==> src/rtl/shift_sequencer_if.sv <==
// shift_sequencer_if: request, shift-register and serial-pin signals of one shift_sequencer.
// The abort request exists only when SHIFT_SEQUENCER_ABORT_EN is defined.
interface shift_sequencer_if #(
    parameter int WIDTH = 8
);
    logic             start;
    logic [WIDTH-1:0] txData;
    logic [WIDTH-1:0] shiftParOut;
    logic             shiftLoad;
    logic [WIDTH-1:0] shiftData;
    logic             shiftEdge;
    logic             sclk;
    logic             cs_n;
    logic             busy;
    logic             done;
    logic [WIDTH-1:0] rxData;
`ifdef SHIFT_SEQUENCER_ABORT_EN
    logic             abort;

    modport master (
        output start, txData, shiftParOut, abort,
        input  shiftLoad, shiftData, shiftEdge, sclk, cs_n, busy, done, rxData
    );

    modport slave (
        input  start, txData, shiftParOut, abort,
        output shiftLoad, shiftData, shiftEdge, sclk, cs_n, busy, done, rxData
    );
`else
    modport master (
        output start, txData, shiftParOut,
        input  shiftLoad, shiftData, shiftEdge, sclk, cs_n, busy, done, rxData
    );

    modport slave (
        input  start, txData, shiftParOut,
        output shiftLoad, shiftData, shiftEdge, sclk, cs_n, busy, done, rxData
    );
`endif
endinterface

==> src/rtl/shift_sequencer.sv <==
// shift_sequencer: loads the shift register, issues WIDTH evenly spaced shift strobes with a
// divided sclk and cs_n, then captures the received word. Define SHIFT_SEQUENCER_ABORT_EN for abort.
module shift_sequencer #(
    parameter int WIDTH = 8,
    parameter int DIV   = 4
) (
    input  logic             Clk,
    input  logic             Rst_n,
    shift_sequencer_if.slave bus
);

    typedef enum logic [1:0] {
        S_IDLE,
        S_LOAD,
        S_SHIFT,
        S_DONE
    } state_e;

    localparam int DIV_W = (DIV > 1) ? $clog2(DIV) : 1;
    localparam int BIT_W = $clog2(WIDTH + 1);
    localparam logic [DIV_W-1:0] DIV_LAST = DIV_W'(DIV - 1);
    localparam logic [DIV_W-1:0] DIV_HALF = DIV_W'(DIV / 2);
    localparam logic [BIT_W-1:0] BIT_LAST = BIT_W'(WIDTH - 1);

    state_e             state_q,      state_d;
    logic [DIV_W-1:0]   div_cnt_q,    div_cnt_d;
    logic [BIT_W-1:0]   bit_cnt_q,    bit_cnt_d;
    logic               shift_load_q, shift_load_d;
    logic [WIDTH-1:0]   shift_data_q, shift_data_d;
    logic               shift_edge_q, shift_edge_d;
    logic               sclk_q,       sclk_d;
    logic               cs_n_q,       cs_n_d;
    logic               busy_q,       busy_d;
    logic               done_q,       done_d;
    logic [WIDTH-1:0]   rx_data_q,    rx_data_d;
    logic               abort_req;

`ifdef SHIFT_SEQUENCER_ABORT_EN
    assign abort_req = bus.abort;
`else
    assign abort_req = 1'b0;
`endif

    // NOTE: every signal written here gets a default first, so no path can infer a latch.
    always_comb begin
        state_d      = state_q;
        div_cnt_d    = div_cnt_q;
        bit_cnt_d    = bit_cnt_q;
        shift_data_d = shift_data_q;
        rx_data_d    = rx_data_q;

        unique case (state_q)
            S_IDLE: begin
                if (bus.start) begin
                    state_d      = S_LOAD;
                    shift_data_d = bus.txData;
                end
            end
            S_LOAD: begin
                div_cnt_d = '0;
                bit_cnt_d = '0;
                state_d   = abort_req ? S_IDLE : S_SHIFT;
            end
            S_SHIFT: begin
                if (abort_req) begin
                    state_d = S_IDLE;
                end else if (div_cnt_q == DIV_LAST) begin
                    div_cnt_d = '0;
                    bit_cnt_d = bit_cnt_q + BIT_W'(1);
                    if (bit_cnt_q == BIT_LAST) begin
                        state_d = S_DONE;
                    end
                end else begin
                    div_cnt_d = div_cnt_q + DIV_W'(1);
                end
            end
            S_DONE: begin
                rx_data_d = bus.shiftParOut;
                state_d   = S_IDLE;
            end
            default: state_d = S_IDLE;
        endcase

        // Outputs are decoded from the next state so they appear registered in the cycle they describe.
        shift_load_d = (state_d == S_LOAD);
        shift_edge_d = (state_d == S_SHIFT) && (div_cnt_d == DIV_LAST);
        sclk_d       = (state_d == S_SHIFT) && (div_cnt_d >= DIV_HALF);
        busy_d       = (state_d != S_IDLE);
        cs_n_d       = (state_d == S_IDLE);
        done_d       = (state_d == S_DONE);
    end

    // NOTE: state uses non-blocking assignments; the data words are reset too since both have a defined reset value.
    always_ff @(posedge Clk or negedge Rst_n) begin
        if (!Rst_n) begin
            state_q      <= S_IDLE;
            div_cnt_q    <= '0;
            bit_cnt_q    <= '0;
            shift_load_q <= 1'b0;
            shift_data_q <= '0;
            shift_edge_q <= 1'b0;
            sclk_q       <= 1'b0;
            cs_n_q       <= 1'b1;
            busy_q       <= 1'b0;
            done_q       <= 1'b0;
            rx_data_q    <= '0;
        end else begin
            state_q      <= state_d;
            div_cnt_q    <= div_cnt_d;
            bit_cnt_q    <= bit_cnt_d;
            shift_load_q <= shift_load_d;
            shift_data_q <= shift_data_d;
            shift_edge_q <= shift_edge_d;
            sclk_q       <= sclk_d;
            cs_n_q       <= cs_n_d;
            busy_q       <= busy_d;
            done_q       <= done_d;
            rx_data_q    <= rx_data_d;
        end
    end

    assign bus.shiftLoad = shift_load_q;
    assign bus.shiftData = shift_data_q;
    assign bus.shiftEdge = shift_edge_q;
    assign bus.sclk      = sclk_q;
    assign bus.cs_n      = cs_n_q;
    assign bus.busy      = busy_q;
    assign bus.done      = done_q;
    assign bus.rxData    = rx_data_q;

endmodule

==> src/flat_wrapper.sv <==
// flat-port wrapper written by rule: the top's interface ports become plain ports
module shift_sequencer_flat 
#(
    parameter int WIDTH = 8,
    parameter int DIV   = 4
)
  (Clk, Rst_n, bus_start, bus_txData, bus_shiftParOut, bus_shiftLoad, bus_shiftData, bus_shiftEdge, bus_sclk, bus_cs_n, bus_busy, bus_done, bus_rxData);
  shift_sequencer_if #(.WIDTH(WIDTH)) bus_i ();
  input  logic Clk;
  input  logic Rst_n;
  input wire logic [$bits(bus_i.start)-1:0] bus_start;
  input wire logic [$bits(bus_i.txData)-1:0] bus_txData;
  input wire logic [$bits(bus_i.shiftParOut)-1:0] bus_shiftParOut;
  output wire logic [$bits(bus_i.shiftLoad)-1:0] bus_shiftLoad;
  output wire logic [$bits(bus_i.shiftData)-1:0] bus_shiftData;
  output wire logic [$bits(bus_i.shiftEdge)-1:0] bus_shiftEdge;
  output wire logic [$bits(bus_i.sclk)-1:0] bus_sclk;
  output wire logic [$bits(bus_i.cs_n)-1:0] bus_cs_n;
  output wire logic [$bits(bus_i.busy)-1:0] bus_busy;
  output wire logic [$bits(bus_i.done)-1:0] bus_done;
  output wire logic [$bits(bus_i.rxData)-1:0] bus_rxData;
  assign bus_i.start = bus_start;
  assign bus_i.txData = bus_txData;
  assign bus_i.shiftParOut = bus_shiftParOut;
  assign bus_shiftLoad = bus_i.shiftLoad;
  assign bus_shiftData = bus_i.shiftData;
  assign bus_shiftEdge = bus_i.shiftEdge;
  assign bus_sclk = bus_i.sclk;
  assign bus_cs_n = bus_i.cs_n;
  assign bus_busy = bus_i.busy;
  assign bus_done = bus_i.done;
  assign bus_rxData = bus_i.rxData;
  shift_sequencer #(.WIDTH(WIDTH), .DIV(DIV)) u_core (.Clk(Clk), .Rst_n(Rst_n), .bus(bus_i));
endmodule
==> config.mk <==
export PLATFORM = sky130hd
export DESIGN_NAME = shift_sequencer_flat
export DESIGN_NICKNAME = d
export VERILOG_FILES = /design/src/rtl/shift_sequencer_if.sv /design/src/rtl/shift_sequencer.sv /design/src/flat_wrapper.sv
export SDC_FILE = /design/constraint.sdc
export NUM_CORES = 1
export LEC_CHECK = 0
export CAP_MARGIN = 5
export CORE_MARGIN = 2
export CORE_UTILIZATION = 42
export DETAILED_ROUTE_END_ITERATION = 8
export DONT_BUFFER_PORTS = 1
export PLACE_DENSITY = 0.59
export SYNTH_ARGS = -nofsm -noshare
export SYNTH_HDL_FRONTEND = slang
export SYNTH_SLANG_ARGS = --single-unit
export TNS_END_PERCENT = 20
==> constraint.sdc <==
create_clock -name Clk -period 1.35 [get_ports Clk]
set_input_delay 0.27 -clock Clk [delete_from_list [all_inputs] [get_ports Clk]]
set_output_delay 0.27 -clock Clk [all_outputs]
set_load 0.05 [all_outputs]
==> flow_metrics.env <==
export IMPL_layout_common_cells="29 x dfrtp_1, 28 x buf_4, 17 x mux2_2"
export IMPL_htree_levels=2
export IMPL_clock_fmax_ghz=0.694
export IMPL_die_area_um2=3410
export IMPL_cpMaxStageDelayCell="dfrtp_1"
export IMPL_synth_nets=116
export IMPL_routed_wl_um=2400
export IMPL_grt_max_degree=31
export IMPL_layout_nets=152
export IMPL_crit_buf_inv=1
export IMPL_ys_seq_area_share_pct=60.6
export IMPL_ys_ff_latch=30
export IMPL_dp_cells=145
export IMPL_boundaryPins=41
export IMPL_crit_type="reg -> reg"
export IMPL_layout_drive_gt1_share_pct=55.9
export IMPL_clkTransAtPathRegs_ps=100
export IMPL_pre_cts_ws_ps=-115
export IMPL_max_stage_delay_ps=390
export IMPL_synth_area_um2=1240
export IMPL_ys_warn_count=0
export IMPL_port_buffers=0
export IMPL_crit_fanout=5
export IMPL_hp_class="in -> reg"
export IMPL_worst_setup_path_start_kind="flop"
export IMPL_grt_overflow=0
export IMPL_cts_tree="yes"
export IMPL_slew_violations=0
export IMPL_vias_per_cell=5.09
export IMPL_grtUsageTotal_pct=16.7
export IMPL_r2r_start="u_core.state_q[0]$_DFF_PN0_"
export IMPL_syn_avg_cell_area_um2=13.8
export IMPL_dp_hpwl_um=1620
export IMPL_violations="negative setup slack"
export IMPL_finalCritPeriodShare_pct=107
export IMPL_holdCritStartpoint="bus_txData[7]"
export IMPL_worstSetupEndpointType="flop"
export IMPL_timing_final_ws_setup_ps=-90.5
export IMPL_drtIter0Drc=20
export IMPL_status="finished, violations left"
export IMPL_worst_slew_pin_slew_ps=467
export IMPL_syn_to_final_growth_pct=34.1
export IMPL_core_area_um2=2780
export IMPL_num_vias=805
export IMPL_rsz0062_at_grt="yes"
export IMPL_timing_hold_ws_ps=87.4
export IMPL_drtPass1Iterations=3
export IMPL_grt_pass1_vias=901
export IMPL_die_height_um=58.4
export IMPL_wl_per_cell_um=15.2
export IMPL_start_util_pct=44.6
export IMPL_final_setup_skew_ps=8.21
export IMPL_place_gp_congestion=0.725
export IMPL_antenna_found_initial=0
export IMPL_crit_family="simple AND/OR/NAND/NOR gates"
export IMPL_finalSetupViolCount=10
export IMPL_layout_commonest_cell="dfrtp_1"
export IMPL_clock_root_buffer="clkbuf_4"
export IMPL_ant_nets=0
export IMPL_grt_pass1_wl_um=4080
export IMPL_core_rowCount=19
export IMPL_synth_cell_type_count=25
export IMPL_maxSlewHeadroom_pct=68.9
export IMPL_cts_buffers=5
export IMPL_syn_inst=90
export IMPL_antenna_cells=0
export IMPL_setup_worst_path_start="u_core.state_q[0]$_DFF_PN0_"
export IMPL_cts_sinks=30
export IMPL_cap_violations=0
export IMPL_required_ps=1630
export IMPL_crit_path_cell_trace="inv_2 > ha_4 > or3b_4 > o211ai_4 > and2_1"
export IMPL_fin_cells=158
export IMPL_final_hold_viol_count=0
export IMPL_clockBufferDepth=2
export IMPL_crit_arrival_ps=1720
export IMPL_die_w_um=58.4
export IMPL_remaining_drc_errors=0
export IMPL_period_needed_ps=1440
export IMPL_clk_insertion_delay_late_ps=330
==> layout make-up <==
cell class,instances,area (µm²)
Fill cell,242,1120
Sequential cell,30,752
Multi-Input combinational cell,53,531
Timing Repair Buffer,31,260
Clock buffer,6,51.3
Tap cell,31,38.8
Inverter,5,18.8
Clock inverter,2,12.5
==> timing repair <==
item / 4_1_cts / 5_1_grt
hold buffers: 2 / 0
endpoints found under the hold margin: 30 / 0
endpoints found under the setup margin: 21 / 28
gates resized for setup: 9 / 6
cloned: 0 / 0
pin swaps: 4 / 3
setup buffers: 2 / 1
==> logic make-up (layout without fill, tap and decap cells) <==
kind of cell	after synthesis	in the layout	share of synthesized area, %
buffers and inverters	7	44	2.22
AO/OA/AOI/OAI	12	12	6.25
flip-flops	30	30	60.6
multiplexers	17	17	15.4
XOR/XNOR	1	1	0.706
AND/OR/NAND/NOR	16	16	7.76
adder cells (fa/ha/maj)	7	7	7.06
==> state kept, by name, indices dropped and copies added (netlist names) <==
name,count
u_core.bit_cnt_q,4
u_core.bus.sclk,1
u_core.state_q,2
u_core.bus.shiftEdge,1
u_core.bus.shiftLoad,1
u_core.div_cnt_q,2
u_core.bus.shiftData,8
u_core.bus.busy,1
u_core.bus.rxData,8
u_core.bus.cs_n,1
u_core.bus.done,1
==> cell usage after synthesis <==
cell | n | area share [%]
or2_2 | 1 | 0.50
nand3_1 | 2 | 0.81
dfrtp_1 | 29 | 58
nor3b_1 | 1 | 0.61
buf_2 | 1 | 0.40
o211ai_2 | 1 | 1.0
xor2_1 | 1 | 0.71
nor2_1 | 3 | 0.91
and2b_1 | 1 | 0.61
and2_1 | 1 | 0.50
nand3b_1 | 1 | 0.61
clkbuf_1 | 1 | 0.30
o21ai_1 | 1 | 0.40
a21boi_0 | 1 | 0.61
mux2_2 | 17 | 15
o21ai_0 | 6 | 2.4
a21oi_1 | 1 | 0.40
or3b_1 | 1 | 0.71
dfstp_2 | 1 | 2.1
a22o_1 | 2 | 1.4
inv_1 | 5 | 1.5
nand2_1 | 2 | 0.61
nand4_1 | 2 | 1.0
ha_1 | 7 | 7.1
nand4bb_1 | 1 | 0.91
==> worst paths after layout <==
check	slack [ps]	cells past startpoint	end
worst max register to register	-90	5	u_core.bus.done$_DFF_PN0_
max in group asynchronous	720	2	u_core.bus.cs_n$_DFF_PN1_
min in group asynchronous	400	2	u_core.state_q[1]$_DFF_PN0_
worst min-delay path	90	1	u_core.bus.shiftData[7]$_DFFE_PN0P_
worst max-delay path	-90	5	u_core.bus.done$_DFF_PN0_
worst min register to register	520	1	u_core.bus.shiftData[6]$_DFFE_PN0P_
==> layer usage <==
layer / part of all wire, % / wire (µm) / global-route usage (%) / vias up
li1: - / - / - / 385
met1: 40 / 955 / 18.1 / 391
met2: 53 / 1270 / 28.3 / 25
met3: 6.1 / 146 / 7.47 / 4
met4: 1.2 / 28 / 6.98 / 0
met5: 0 / 0 / 0 / -
==> per-stage QoR <==
step,instance area (µm²),setup TNS (ps),utilization [%]
after floorplan,1270,-220,-
after global placement,1500,-337,53.8
after detailed placement,1500,-523,53.8
after CTS,1640,-422,58.9
after global routing,1660,-1540,59.8
final,1660,-539,59.8
Power is not shown: default switching activity piles up to over one toggle a cycle in this logic, so the estimate is an artifact.
